--- src/rtl/alu_pkg.sv ---
// Shared ALU operation codes and the multiplier sequencer state encoding.
package alu_pkg;

    localparam logic [2:0] ALU_ADD = 3'b000;
    localparam logic [2:0] ALU_SUB = 3'b001;
    localparam logic [2:0] ALU_AND = 3'b010;
    localparam logic [2:0] ALU_OR  = 3'b011;
    localparam logic [2:0] ALU_XOR = 3'b100;
    localparam logic [2:0] ALU_SLT = 3'b101;

    typedef enum logic [1:0] {
        IDLE = 2'd0,
        RUN  = 2'd1,
        DONE = 2'd2
    } mul_state_t;

endpackage

--- src/rtl/mul_sequencer_if.sv ---
// Request/result handshake plus the borrowed-ALU operand and return path.
interface mul_sequencer_if #(
    parameter int unsigned WIDTH = 32
);
    logic             start;
    logic [WIDTH-1:0] a;
    logic [WIDTH-1:0] b;
    logic             busy;
    logic             done;
    logic [WIDTH-1:0] result;
    logic [WIDTH-1:0] alu_in1;
    logic [WIDTH-1:0] alu_in2;
    logic [2:0]       alu_sl;
    logic [WIDTH-1:0] alu_out;

    // Requester and ALU side
    modport master (
        output start, a, b, alu_out,
        input  busy, done, result, alu_in1, alu_in2, alu_sl
    );

    // Multiplier sequencer side
    modport slave (
        input  start, a, b, alu_out,
        output busy, done, result, alu_in1, alu_in2, alu_sl
    );
endinterface

--- src/rtl/mul_datapath_regs.sv ---
// Shift-and-add operand registers: accumulator, multiplicand, multiplier, counter.
module mul_datapath_regs #(
    parameter int unsigned WIDTH = 32,
    parameter int unsigned CNT_W = 5
) (
    input  logic             clk,
    input  logic             rst,
    input  logic             load_i,
    input  logic             step_i,
    input  logic [WIDTH-1:0] a_i,
    input  logic [WIDTH-1:0] b_i,
    input  logic [WIDTH-1:0] alu_out_i,
    output logic [WIDTH-1:0] acc_o,
    output logic [WIDTH-1:0] mcand_o,
    output logic [WIDTH-1:0] acc_next_c_o,
    output logic             last_c_o
);

    logic [WIDTH-1:0] acc_q, acc_d;
    logic [WIDTH-1:0] mcand_q, mcand_d;
    logic [WIDTH-1:0] mplier_q, mplier_d;
    logic [CNT_W-1:0] cnt_q, cnt_d;

    // Accumulator value after this iteration, and whether this is the final one
    assign acc_next_c_o = mplier_q[0] ? alu_out_i : acc_q;
    assign last_c_o     = (mplier_q[WIDTH-1:1] == '0) || (cnt_q == CNT_W'(WIDTH - 1));

    assign acc_o   = acc_q;
    assign mcand_o = mcand_q;

    // Load on accept, shift per RUN cycle; clear after the last step so the
    // ALU operand outputs read zero whenever the sequencer is not iterating
    always_comb begin
        acc_d    = acc_q;
        mcand_d  = mcand_q;
        mplier_d = mplier_q;
        cnt_d    = cnt_q;
        if (load_i) begin
            acc_d    = '0;
            mcand_d  = a_i;
            mplier_d = b_i;
            cnt_d    = '0;
        end else if (step_i) begin
            if (last_c_o) begin
                acc_d    = '0;
                mcand_d  = '0;
                mplier_d = '0;
                cnt_d    = '0;
            end else begin
                acc_d    = acc_next_c_o;
                mcand_d  = mcand_q << 1;
                mplier_d = mplier_q >> 1;
                cnt_d    = cnt_q + CNT_W'(1);
            end
        end
    end

    // Register update with asynchronous clear
    always_ff @(posedge clk or posedge rst) begin
        if (rst) begin
            acc_q    <= '0;
            mcand_q  <= '0;
            mplier_q <= '0;
            cnt_q    <= '0;
        end else begin
            acc_q    <= acc_d;
            mcand_q  <= mcand_d;
            mplier_q <= mplier_d;
            cnt_q    <= cnt_d;
        end
    end

endmodule

--- src/rtl/mul_sequencer.sv ---
// Iterative shift-and-add MUL controller driving the shared ALU while busy.
module mul_sequencer
    import alu_pkg::*;
#(
    parameter int unsigned WIDTH = 32,
    parameter int unsigned CNT_W = 5
) (
    input  logic           clk,
    input  logic           rst,
    mul_sequencer_if.slave bus
);

    mul_state_t       state_q, state_d;
    logic             busy_q, busy_d;
    logic             done_q, done_d;
    logic [WIDTH-1:0] result_q, result_d;
    logic             load_c, step_c;
    logic [WIDTH-1:0] acc, mcand, acc_next_c;
    logic             last_c;

    assign load_c = (state_q == IDLE) && bus.start;
    assign step_c = (state_q == RUN);

    mul_datapath_regs #(
        .WIDTH (WIDTH),
        .CNT_W (CNT_W)
    ) u_regs (
        .clk          (clk),
        .rst          (rst),
        .load_i       (load_c),
        .step_i       (step_c),
        .a_i          (bus.a),
        .b_i          (bus.b),
        .alu_out_i    (bus.alu_out),
        .acc_o        (acc),
        .mcand_o      (mcand),
        .acc_next_c_o (acc_next_c),
        .last_c_o     (last_c)
    );

    // State register
    always_ff @(posedge clk or posedge rst) begin
        if (rst) begin
            state_q <= IDLE;
        end else begin
            state_q <= state_d;
        end
    end

    // Next-state logic
    always_comb begin
        state_d = state_q;
        unique case (state_q)
            IDLE:    if (bus.start) state_d = RUN;
            RUN:     if (last_c) state_d = DONE;
            DONE:    state_d = IDLE;
            default: state_d = IDLE;
        endcase
    end

    // Output decode from the upcoming state; result captured on DONE entry
    always_comb begin
        busy_d   = (state_d != IDLE);
        done_d   = (state_d == DONE);
        result_d = result_q;
        if (step_c && last_c) begin
            result_d = acc_next_c;
        end
    end

    // Output registers
    always_ff @(posedge clk or posedge rst) begin
        if (rst) begin
            busy_q   <= 1'b0;
            done_q   <= 1'b0;
            result_q <= '0;
        end else begin
            busy_q   <= busy_d;
            done_q   <= done_d;
            result_q <= result_d;
        end
    end

    assign bus.busy    = busy_q;
    assign bus.done    = done_q;
    assign bus.result  = result_q;
    assign bus.alu_in1 = acc;
    assign bus.alu_in2 = mcand;
    assign bus.alu_sl  = ALU_ADD;

endmodule

--- src/flat_wrapper.sv ---
// flat-port wrapper written by rule: the top's interface ports become plain ports
module mul_sequencer_flat import alu_pkg::*;
#(
    parameter int unsigned WIDTH = 32,
    parameter int unsigned CNT_W = 5
)
  (clk, rst, bus_start, bus_a, bus_b, bus_alu_out, bus_busy, bus_done, bus_result, bus_alu_in1, bus_alu_in2, bus_alu_sl);
  mul_sequencer_if #(.WIDTH(WIDTH)) bus_i ();
  input  logic clk;
  input  logic rst;
  input wire logic [$bits(bus_i.start)-1:0] bus_start;
  input wire logic [$bits(bus_i.a)-1:0] bus_a;
  input wire logic [$bits(bus_i.b)-1:0] bus_b;
  input wire logic [$bits(bus_i.alu_out)-1:0] bus_alu_out;
  output wire logic [$bits(bus_i.busy)-1:0] bus_busy;
  output wire logic [$bits(bus_i.done)-1:0] bus_done;
  output wire logic [$bits(bus_i.result)-1:0] bus_result;
  output wire logic [$bits(bus_i.alu_in1)-1:0] bus_alu_in1;
  output wire logic [$bits(bus_i.alu_in2)-1:0] bus_alu_in2;
  output wire logic [$bits(bus_i.alu_sl)-1:0] bus_alu_sl;
  assign bus_i.start = bus_start;
  assign bus_i.a = bus_a;
  assign bus_i.b = bus_b;
  assign bus_i.alu_out = bus_alu_out;
  assign bus_busy = bus_i.busy;
  assign bus_done = bus_i.done;
  assign bus_result = bus_i.result;
  assign bus_alu_in1 = bus_i.alu_in1;
  assign bus_alu_in2 = bus_i.alu_in2;
  assign bus_alu_sl = bus_i.alu_sl;
  mul_sequencer #(.WIDTH(WIDTH), .CNT_W(CNT_W)) u_core (.clk(clk), .rst(rst), .bus(bus_i));
endmodule
--- config.mk ---
export PLATFORM = sky130hd
export DESIGN_NAME = mul_sequencer_flat
export DESIGN_NICKNAME = d
export VERILOG_FILES = /design/src/rtl/alu_pkg.sv /design/src/rtl/mul_sequencer_if.sv /design/src/rtl/mul_datapath_regs.sv /design/src/rtl/mul_sequencer.sv /design/src/flat_wrapper.sv
export SDC_FILE = /design/constraint.sdc
export NUM_CORES = 1
export LEC_CHECK = 0
export CORE_MARGIN = 5
export CORE_UTILIZATION = 45
export CTS_BUF_LIST = sky130_fd_sc_hd__clkbuf_2 sky130_fd_sc_hd__clkbuf_4 sky130_fd_sc_hd__clkbuf_8
export CTS_CLUSTER_DIAMETER = 200
export CTS_CLUSTER_SIZE = 40
export DETAILED_ROUTE_END_ITERATION = 7
export DONT_BUFFER_PORTS = 1
export SYNTH_ARGS = -nofsm -noshare
export SYNTH_HDL_FRONTEND = slang
export SYNTH_SLANG_ARGS = --single-unit
--- constraint.sdc ---
create_clock -name clk -period 10.8 [get_ports clk]
set_input_delay 1.08 -clock clk [delete_from_list [all_inputs] [get_ports clk]]
set_output_delay 1.08 -clock clk [all_outputs]
set_load 0.01 [all_outputs]
==> summary.txt <==
share of flip-flops with an asynchronous set or reset - 100%
Final Cycle Share - 24.0%
Setup TNS Final - 0 ns
number of synthesized flops with an enable pin - 0
Leakage - 3.19 nW
status - finished clean
sequential fraction of the synthesis area - 57.7%
PwrDens - 336 nW/µm²
top-count cell post-synth - dfrtp_1
Initial Util - 45.4%
CP peak stage delay - 0.55 ns
Hold-fix buffers, CTS - 0
most frequent CP cell - buf_4
die area - 15600 µm²
Setup WS pre-CTS - 7.80 ns
Hold Vio Cnt, Final - 0
Crit. End Element - flip-flop
Clock transition at path regs - 0.07 ns
global-route wire length before repair - 22600 µm
Rel. slew slack - 28.5%
library cells used by synthesis - 30
vias in the first global route - 3924
# IOs - 200
Setup WS post-layout - 8.21 ns
vias per cell - 6.26
VDD IR-drop max - 0.135 mV
Root Driver - clkbuf_8
clock buffer depth - 2
slowest stage cell, crit path - clkinv_1
initial antenna violation count - 2
Die Y - 125 µm
residual DRC count - 0
nets - 528
DRT iter0 DRCs - 243
Final Critical Period - 2.59 ns
Placer Congestion - 0.768
Synth area leaders - dfrtp_1 (58%), mux2_2 (12%), a221o_1 (10%), and3_1 (6.6%), a22o_1 (5.5%)
final instance area - 6490 µm²
CTS tree - done
CP Cell Sequence - nor2_1, or2_2, clkinv_1, buf_4, o41ai_4, buf_4, a22o_1
site row count - 42
Post-synth top cells - dfrtp_1 (137), mux2_2 (65), and3_1 (63)
Max-cap violations - 0
Yosys warning count - 0
slew at the pin with the worst max-slew slack - 1.07 ns
Routed Antenna Nets - 0
DRT Wirelength - 13800 µm
kind of critical path - in2reg
top cell type's share of synthesized area - 57.7%
core box area - 13100 µm²
width of the die - 125 µm
TritonCTS Sinks - 137
largest net degree at the start of global routing - 79
Primary FF master, synth - dfrtp_1
# setup viols final - 0
CTS resizes - 0
Hold WS - 0.502 ns
Hold/Removal Path Class - reg2reg
Mapped Cells - 445
Slew Viols, Final - 0
WP data required - 11.16 ns
input/output buffers - 0
HPWL Detailed - 9000 µm
CP Max Fanout - 33
post-CTS setup buffer count - 0
remaining global-route overflow - 0
Area Growth Syn to Fin - 9.25%
crit path DAT - 2.96 ns
Avg Synthesized Cell Area - 13.3 µm²
Startpoint Class - primary input
CTS buffer count - 17
Yosys top cell by area - dfrtp_1
Tot Pwr - 0.00218 W
DR WL/cell - 22.4 µm
RSZ-0062 raised after global routing - false
Post-DP Area - 6030 µm²
maximum level of the CTS H-tree - 4
Netlist Area Pre-Place - 5940 µm²
share of cells above drive strength 1 - 25.2%
vias post-DR - 3865
Tot GR Track Use - 17.8%
drt first pass iters - 5
Max Clock Freq - 385 MHz
Final Skew - 0.0111 ns
Clock Latency Late Sink - 0.43 ns
synthesized flop and latch total - 137
## power by group
part           internal, W  switching, W
clock network     0.000286      0.000186
logic             0.000376      0.000318
registers         0.000739      0.000275
## worst max-delay path, delay by kind of cell
| kind | cells | cell delay (ns) |
|---|---|---|
| AO/OA/AOI/OAI | 2 | 0.27 |
| AND/OR/NAND/NOR | 2 | 0.18 |
| buffers and inverters | 3 | 1.41 |
## final timing paths
| check | slack (ns) | from | endpoint | depth (start not counted) |
|---|---|---|---|---|
| max | 8.21 | bus_start | u_core.u_regs.acc_o[30] | 7 |
| min | 0.50 | u_core.u_regs.cnt_q[2] | u_core.u_regs.cnt_q[2] | 1 |
| max reg2reg | 8.30 | u_core.u_regs.cnt_q[0] | u_core.bus.result[16] | 5 |
| min reg2reg | 0.50 | u_core.u_regs.cnt_q[2] | u_core.u_regs.cnt_q[2] | 1 |
| max in group asynchronous | 8.84 | rst | u_core.u_regs.cnt_q[0] | 2 |
| min in group asynchronous | 0.56 | rst | u_core.u_regs.mcand_o[31] | 1 |
## kinds of logic (layout without fill, tap and decap cells)
group / count (synthesis) / count (layout) / share of synthesized area, %
adders and majority gates: 2 / 2 / 0.421
buffers and inverters: 51 / 44 / 4.00
and+or+nand+nor: 84 / 84 / 8.66
DFF: 137 / 137 / 57.7
muxes: 66 / 66 / 12.5
other: 1 / 4 / 0.0631
AOI/OAI and AO/OA: 104 / 104 / 16.6
## routing by layer
metal / track usage, % / vias up / share of wire [%]
met5: 0 / - / 0.094
met4: 6.25 / 2 / 0.74
met3: 8.19 / 12 / 9.9
met2: 26.3 / 177 / 48
met1: 23.2 / 1980 / 42
li1: - / 1694 / -
## layout by cell type (no fill, tap or decap), types with 2 or more instances in the layout
master     instances
a221o_1           62
a22o_1            37
and3_1            63
buf_4              7
bufinv_16          4
clkbuf_4           4
clkbuf_8          21
clkinv_2           2
conb_1             3
dfrtp_1          137
ha_1               2
inv_1              3
mux2_2            65
nand4_1            2
nor2_1             4
nor4_1             7
or2_2              2
## flip-flops by register name, indices dropped and copies added (netlist names)
| register | cells |
|---|---|
| u_core.state_q | 2 |
| u_core.u_regs.acc_o | 32 |
| u_core.u_regs.cnt_q | 5 |
| u_core.bus.result | 32 |
| u_core.bus.done | 1 |
| u_core.bus.busy | 1 |
| u_core.u_regs.mplier_q | 32 |
| u_core.u_regs.mcand_o | 32 |
## cell type report
cell class | instances | area, µm²
antenna | 1 | 2.50
clock buffer | 25 | 319
clock inverter | 7 | 138
fill | 1151 | 6600
inverter | 5 | 23.8
multi-input combinational | 259 | 2300
sequential | 137 | 3430
tap | 176 | 220
timing repair buffer | 7 | 52.6
## stage by stage
step                utilization (%)  std cells
floorplan                         -        447
global placement               46.1        584
detailed placement             46.1        584
CTS                            49.6        616
global route                   49.6        617
finish                         49.6        617
Note: power is estimated with default switching activity, not from simulation.
